**src/rtl/cpu_phase_sequencer_if.sv**
```systemverilog
// Signal bundle between the phase sequencer and the processor blocks it drives.
// MW requests a memory phase, and a single-cycle mem_ack pulse closes that phase.
interface cpu_phase_sequencer_if;
  logic       dclk;
  logic       MW;
  logic       mem_ack;
  logic       halt;
  logic [2:0] phase;
  logic       fetch_en;
  logic       decode_en;
  logic       exec_en;
  logic       mem_en;
  logic       wb_en;
  logic       busy;
  logic [7:0] instr_count;

  modport master (
    output dclk, MW, mem_ack, halt,
    input  phase, fetch_en, decode_en, exec_en, mem_en, wb_en, busy, instr_count
  );

  modport slave (
    input  dclk, MW, mem_ack, halt,
    output phase, fetch_en, decode_en, exec_en, mem_en, wb_en, busy, instr_count
  );
endinterface

```
**src/rtl/cpu_phase_sequencer.sv**
```systemverilog
// Steps the processor through fetch/decode/exec/mem/wb on rising edges of the
// divided clock, emitting one-cycle phase enables in the fast clock domain.
module cpu_phase_sequencer #(
  parameter int unsigned STARTUP_TICKS = 2
) (
  input logic                   clk,
  input logic                   rst_n,
  cpu_phase_sequencer_if.slave  bus
);

  typedef enum logic [2:0] {
    S_RESET   = 3'd0,
    S_FETCH   = 3'd1,
    S_DECODE  = 3'd2,
    S_EXEC    = 3'd3,
    S_MEM     = 3'd4,
    S_WB      = 3'd5,
    S_HALTED  = 3'd6,
    S_ILLEGAL = 3'd7
  } state_t;

  localparam logic [3:0] LAST_STARTUP = 4'(STARTUP_TICKS - 1);

  // Strobe vector layout: {fetch, decode, exec, mem, wb}.
  localparam logic [4:0] STB_FETCH  = 5'b10000;
  localparam logic [4:0] STB_DECODE = 5'b01000;
  localparam logic [4:0] STB_EXEC   = 5'b00100;
  localparam logic [4:0] STB_MEM    = 5'b00010;
  localparam logic [4:0] STB_WB     = 5'b00001;

  state_t     r_state;
  state_t     w_next;
  logic       r_dclk_q;
  logic       w_tick;
  logic [3:0] r_start_cnt;
  logic [3:0] w_start_cnt;
  logic       r_ack_seen;
  logic       w_ack_seen;
  logic [7:0] r_count;
  logic [7:0] w_count;
  logic [4:0] r_strobe;
  logic [4:0] w_strobe;

  // dclk_q resets high so a level already high at reset release is not a tick.
  always_ff @(posedge clk or negedge rst_n) begin
    if (!rst_n) begin
      r_dclk_q <= 1'b1;
    end else begin
      r_dclk_q <= bus.dclk;
    end
  end

  assign w_tick = bus.dclk & ~r_dclk_q;

  always_ff @(posedge clk or negedge rst_n) begin
    if (!rst_n) begin
      r_state     <= S_RESET;
      r_start_cnt <= '0;
      r_ack_seen  <= 1'b0;
      r_count     <= '0;
      r_strobe    <= '0;
    end else begin
      r_state     <= w_next;
      r_start_cnt <= w_start_cnt;
      r_ack_seen  <= w_ack_seen;
      r_count     <= w_count;
      r_strobe    <= w_strobe;
    end
  end

  always_comb begin
    w_next      = r_state;
    w_start_cnt = r_start_cnt;
    w_ack_seen  = r_ack_seen;
    w_count     = r_count;
    w_strobe    = '0;
    case (r_state)
      S_RESET: begin
        if (w_tick) begin
          if (r_start_cnt == LAST_STARTUP) begin
            w_next      = S_FETCH;
            w_start_cnt = '0;
            w_strobe    = STB_FETCH;
          end else begin
            w_start_cnt = r_start_cnt + 4'd1;
          end
        end
      end
      S_FETCH: begin
        if (w_tick) begin
          w_next   = S_DECODE;
          w_strobe = STB_DECODE;
        end
      end
      S_DECODE: begin
        if (w_tick) begin
          w_next   = S_EXEC;
          w_strobe = STB_EXEC;
        end
      end
      S_EXEC: begin
        if (w_tick) begin
          if (bus.MW) begin
            w_next   = S_MEM;
            w_strobe = STB_MEM;
          end else begin
            w_next   = S_WB;
            w_strobe = STB_WB;
          end
        end
      end
      S_MEM: begin
        // An ack arriving between ticks is remembered until the next tick.
        if (bus.mem_ack) begin
          w_ack_seen = 1'b1;
        end
        if (w_tick && (r_ack_seen || bus.mem_ack)) begin
          w_next     = S_WB;
          w_ack_seen = 1'b0;
          w_strobe   = STB_WB;
        end
      end
      S_WB: begin
        if (w_tick) begin
          w_count = r_count + 8'd1;
          if (bus.halt) begin
            w_next = S_HALTED;
          end else begin
            w_next   = S_FETCH;
            w_strobe = STB_FETCH;
          end
        end
      end
      S_HALTED: begin
        if (w_tick && !bus.halt) begin
          w_next   = S_FETCH;
          w_strobe = STB_FETCH;
        end
      end
      default: begin
        w_next      = S_RESET;
        w_start_cnt = '0;
        w_ack_seen  = 1'b0;
      end
    endcase
  end

  assign bus.phase       = r_state;
  assign bus.fetch_en    = r_strobe[4];
  assign bus.decode_en   = r_strobe[3];
  assign bus.exec_en     = r_strobe[2];
  assign bus.mem_en      = r_strobe[1];
  assign bus.wb_en       = r_strobe[0];
  assign bus.busy        = (r_state != S_RESET) && (r_state != S_HALTED);
  assign bus.instr_count = r_count;

  a_one_strobe: assert property (@(posedge clk) disable iff (!rst_n) $onehot0(r_strobe));

endmodule

```
**src/flat_wrapper.sv**
```systemverilog
// flat-port wrapper written by rule: the top's interface ports become plain ports
module cpu_phase_sequencer_flat 
#(
  parameter int unsigned STARTUP_TICKS = 2
)
  (clk, rst_n, bus_dclk, bus_MW, bus_mem_ack, bus_halt, bus_phase, bus_fetch_en, bus_decode_en, bus_exec_en, bus_mem_en, bus_wb_en, bus_busy, bus_instr_count);
  cpu_phase_sequencer_if bus_i ();
  input logic clk;
  input logic rst_n;
  input wire logic [$bits(bus_i.dclk)-1:0] bus_dclk;
  input wire logic [$bits(bus_i.MW)-1:0] bus_MW;
  input wire logic [$bits(bus_i.mem_ack)-1:0] bus_mem_ack;
  input wire logic [$bits(bus_i.halt)-1:0] bus_halt;
  output wire logic [$bits(bus_i.phase)-1:0] bus_phase;
  output wire logic [$bits(bus_i.fetch_en)-1:0] bus_fetch_en;
  output wire logic [$bits(bus_i.decode_en)-1:0] bus_decode_en;
  output wire logic [$bits(bus_i.exec_en)-1:0] bus_exec_en;
  output wire logic [$bits(bus_i.mem_en)-1:0] bus_mem_en;
  output wire logic [$bits(bus_i.wb_en)-1:0] bus_wb_en;
  output wire logic [$bits(bus_i.busy)-1:0] bus_busy;
  output wire logic [$bits(bus_i.instr_count)-1:0] bus_instr_count;
  assign bus_i.dclk = bus_dclk;
  assign bus_i.MW = bus_MW;
  assign bus_i.mem_ack = bus_mem_ack;
  assign bus_i.halt = bus_halt;
  assign bus_phase = bus_i.phase;
  assign bus_fetch_en = bus_i.fetch_en;
  assign bus_decode_en = bus_i.decode_en;
  assign bus_exec_en = bus_i.exec_en;
  assign bus_mem_en = bus_i.mem_en;
  assign bus_wb_en = bus_i.wb_en;
  assign bus_busy = bus_i.busy;
  assign bus_instr_count = bus_i.instr_count;
  cpu_phase_sequencer #(.STARTUP_TICKS(STARTUP_TICKS)) u_core (.clk(clk), .rst_n(rst_n), .bus(bus_i));
endmodule
```
**config.mk**
```make
export PLATFORM = sky130hd
export DESIGN_NAME = cpu_phase_sequencer_flat
export DESIGN_NICKNAME = d
export VERILOG_FILES = /design/src/rtl/cpu_phase_sequencer_if.sv /design/src/rtl/cpu_phase_sequencer.sv /design/src/flat_wrapper.sv
export SDC_FILE = /design/constraint.sdc
export NUM_CORES = 1
export LEC_CHECK = 0
export ABC_AREA = 1
export CORE_MARGIN = 2
export CORE_UTILIZATION = 49
export CTS_CLUSTER_DIAMETER = 40
export DETAILED_ROUTE_END_ITERATION = 12
export HOLD_SLACK_MARGIN = 0.12
export PLACE_DENSITY_LB_ADDON = 0.12
export SLEW_MARGIN = 20
export SYNTH_ARGS = -nofsm -noshare
export SYNTH_HDL_FRONTEND = slang
export SYNTH_SLANG_ARGS = --single-unit
```
**constraint.sdc**
```tcl
create_clock -name clk -period 3.76 [get_ports clk]
set_input_delay 0.376 -clock clk [delete_from_list [all_inputs] [get_ports clk]]
set_output_delay 0.376 -clock clk [all_outputs]
set_load 0.01 [all_outputs]
```
==> impl_summary.md <==
Synthesis
The fraction of synthesis flops using an asynchronous set or reset pin is 100.0%. After synthesis, the mean cell area works out to 7.689 um2. The number of unique standard cell types used by synthesis is 22. Sorting the synthesized cells by area gives the leading types as sky130_fd_sc_hd__dfrtp_1 (43%), sky130_fd_sc_hd__nand2_1 (13%), sky130_fd_sc_hd__inv_1 (7.4%), sky130_fd_sc_hd__nor2_1 (5.9%), sky130_fd_sc_hd__xor2_1 (5.0%). The Yosys warning count is 0. The number of flops mapped to enable cells by yosys is 0. The most frequently used flop master after synthesis is sky130_fd_sc_hd__dfrtp_1.

The mapped netlist covers 1215 um2. The post-synthesis cell type with the largest combined area is sky130_fd_sc_hd__dfrtp_1. The share of the Yosys chip area taken by registers is 45.42%. The flip-flop and latch count after synthesis is 22. The number of nets handed over by synthesis was 167. The area share of the largest cell type after synthesis is 43.25%. In the synthesized netlist, the number of instances is 158.

STA
The number of hold violations in the final report is 0. The final-report max-slew violation count came to 0. The minimum clock period is 2.135 ns. Setup repair after global routing left no endpoint under its margin. Setup violations remaining at the end of the flow were counted as 0. The maximum clock rate is 468.5 MHz. Adding up every negative setup slack in the final design gives 0 ns. The worst setup skew after layout is 0.004202 ns. The worst slew slack as a fraction of its limit is 67.27%.

The share of the clock period used by the worst path after layout is 56.77%. For the pin with the worst max-slew slack, the measured transition is 0.4909 ns.

Clocking
Clock tree synthesis selected as its root buffer the cell sky130_fd_sc_hd__clkbuf_4. The H-tree depth is 1. The TritonCTS clock tree is built.

In this run, CTS created clock tree buffers numbering 3. Clock-pin slew was measured on the worst setup and hold paths at 0.12 ns. The maximum root-to-sink buffer count is 2. Clock latency on the worst-skew pair, taken at its later pin, is 0.31 ns. The tree built by TritonCTS fans out to 22 sinks.

Finish
For this run, the post-layout net count is 193. The layout-stage area growth over the synthesis result is 23.28%. The number of filler cells placed in the layout is 214.

The share of the core filled with cells is 62.15%. The layout cell share with drive strength beyond 1 is 9.290%. The count of antenna diodes in the layout is 0.

Min path
The worst hold path stage count is 1. The path type of the worst min-delay path is primary input to register.

Power
The total power density per cell area is 709.6 nW/um2. Across the VDD grid, the largest voltage drop is 0.4402 mV. Summed over all cells, the static leakage comes to 0.7663 nW.

Drt
Using the TritonRoute via totals, the vias-per-cell ratio works out to 4.920. The wire length reported by the detailed router is 2351 um. The routed wirelength normalized by instance count is 11.04 um. The first TritonRoute pass finished after 4 iterations. After detailed routing, the number of remaining DRC violations is 0.

The number of design-rule violations left by the first detailed-router iteration is 45. The residual antenna-violating net count after detailed routing is 0. For this block, the via count after detailed routing is 1048.

Floorplan
In this run the vertical extent of the chip is 53.80 um. The floorplan has 18 rows. The area of the placeable core is 2410 um2. The I/O pin count is 23. The starting utilization of the core area is 50.42%. The die covers 2894 um2. The width of the die is 53.80 um.

Critical path
The worst setup path is of the register to output port kind. In this run the worst path has a maximum fanout of 8. The number of cells on the worst reg-to-reg path is 4.

STA puts the critical path data required time at 3.38 ns. At the worst endpoint, the arrival time is 1.76 ns. The worst setup path is launched from a register. The type of element capturing the critical path is an output port.

GRT
Entering global routing, the biggest net connects 23 pins. The initial antenna violation count came to 0. The first-pass GRT wire length is 4195 um. The via count of the first global-routing pass is 1016.

The total overflow reported by the global router is 0. In the global route stage, overall resource usage came out at 20.13%.

Flow run
Max-cap violations in this run came to 0.

Outcome
The flow ran to the end, and the final reports show no timing, DRC or antenna violations.

Placement
At the end of routability-driven placement, the weighted congestion stood at 0.7864. Summed over all nets, the half-perimeter wirelength after detailed placement is 1825 um. Buffers placed on the I/O ports in this run total 22.
-- what timing repair did --
action	in CTS	in global routing
hold endpoints to repair	0	21
buffers inserted	0	0
resized for setup	0	0
hold buffers	0	1
-- cell type report --
type                            count  area, um2  share of cell area [%]
Sequential cell                    22      551.8                   36.84
Multi-Input combinational cell    108      549.3                   36.67
Timing Repair Buffer               23      225.2                   15.04
Inverter                           26      97.59                   6.516
Tap cell                           30      37.54                   2.506
Clock buffer                        4      36.28                   2.423
-- cell usage after synthesis, drive strengths merged, types with 2 or more instances --
master,n
inv,26
nor2,21
nand2,46
xor2,7
o21ai,11
ha,3
dfrtp,21
nor3,3
nand3,11
buf,2
nand4,3
a21oi,2
-- sequential cells by signal (all words and copies together) (netlist names) --
register	count
u_core.bus.instr_count	8
u_core.bus.phase	3
u_core.r_ack_seen	1
u_core.r_dclk_q	1
u_core.r_start_cnt	4
u_core.r_strobe	5
-- cells by family (layout without fill, tap and decap cells) --
family / count (synthesis) / after routing / share of synthesized area, %
flops: 22 / 22 / 45.42
compound gates: 13 / 13 / 5.664
fa+ha+maj: 3 / 3 / 3.090
xor+xnor: 7 / 7 / 5.046
mux: 1 / 1 / 0.8239
buf+inv: 28 / 53 / 9.372
simple gates: 84 / 84 / 30.59
-- final timing paths --
check	from	end	slack, ns
min in group asynchronous	rst_n	u_core.bus.instr_count[6]	0.55
max in group asynchronous	rst_n	u_core.r_dclk_q	2.86
max reg2reg	u_core.bus.phase[2]	u_core.bus.instr_count[3]	2.26
max	u_core.bus.phase[2]	bus_busy	1.63
min	bus_dclk	u_core.r_dclk_q	0.49
min reg2reg	u_core.r_ack_seen	u_core.r_ack_seen	0.54
-- report_power, final --
group | switching (mW) | leakage (nW) | internal (mW)
Sequential | 0.0866 | 0.267 | 0.311
Combinational | 0.297 | 0.478 | 0.237
Clock | 0.0723 | 0.0210 | 0.0592
-- routing by layer --
layer / up-vias / track usage, % / wire (um)
met5: - / 0 / 0
li1: 539 / - / -
met3: 4 / 2.500 / 73
met4: 0 / 9.829 / 34
met1: 483 / 26.02 / 1055
met2: 22 / 33.13 / 1187
-- layout by cell type (no fill, tap or decap) --
| cell type | n |
|---|---|
| sky130_fd_sc_hd__nand2_1 | 42 |
| sky130_fd_sc_hd__inv_1 | 24 |
| sky130_fd_sc_hd__clkdlybuf4s50_1 | 21 |
| sky130_fd_sc_hd__dfrtp_1 | 21 |
| sky130_fd_sc_hd__nor2_1 | 19 |
| sky130_fd_sc_hd__nand3_1 | 10 |
| sky130_fd_sc_hd__o21ai_0 | 9 |
| sky130_fd_sc_hd__xor2_1 | 7 |
| sky130_fd_sc_hd__nand2_2 | 4 |
| sky130_fd_sc_hd__nand4_1 | 3 |
| sky130_fd_sc_hd__ha_1 | 3 |
| sky130_fd_sc_hd__clkbuf_4 | 3 |
| sky130_fd_sc_hd__inv_2 | 2 |
| sky130_fd_sc_hd__nor2_2 | 2 |
| sky130_fd_sc_hd__nor3_1 | 2 |
| sky130_fd_sc_hd__a21oi_1 | 2 |
| sky130_fd_sc_hd__nor3_4 | 1 |
| sky130_fd_sc_hd__o21ai_2 | 1 |
| sky130_fd_sc_hd__mux2i_1 | 1 |
| sky130_fd_sc_hd__nand3_2 | 1 |
| sky130_fd_sc_hd__o21ai_1 | 1 |
| sky130_fd_sc_hd__clkbuf_8 | 1 |
| sky130_fd_sc_hd__dlygate4sd3_1 | 1 |
| sky130_fd_sc_hd__buf_2 | 1 |
| sky130_fd_sc_hd__dfstp_2 | 1 |
-- stage by stage --
step	worst slack [ns]	total power, mW	cell area, um2	std cells	hold WS, ns
final	1.625	1.063	1498	213	0.4897
after global routing	1.521	1.173	1498	213	0.4861
after CTS	1.615	1.074	1493	212	0.4780
after detailed placement	1.817	0.9375	1456	208	0.5278
after global placement	1.877	0.9200	1456	208	0.5180
after floorplan	2.433	0.7271	1215	158	0.08041
-- critical path, cell delays in order, from the launching register on --
cell	delay, ns
sky130_fd_sc_hd__dfrtp_1	0.52
sky130_fd_sc_hd__inv_2	0.15
sky130_fd_sc_hd__nor2_1	0.14
sky130_fd_sc_hd__nor2_1	0.06
sky130_fd_sc_hd__nand2_1	0.06
sky130_fd_sc_hd__clkdlybuf4s50_1	0.52
Power figures use the tool's default switching activity.
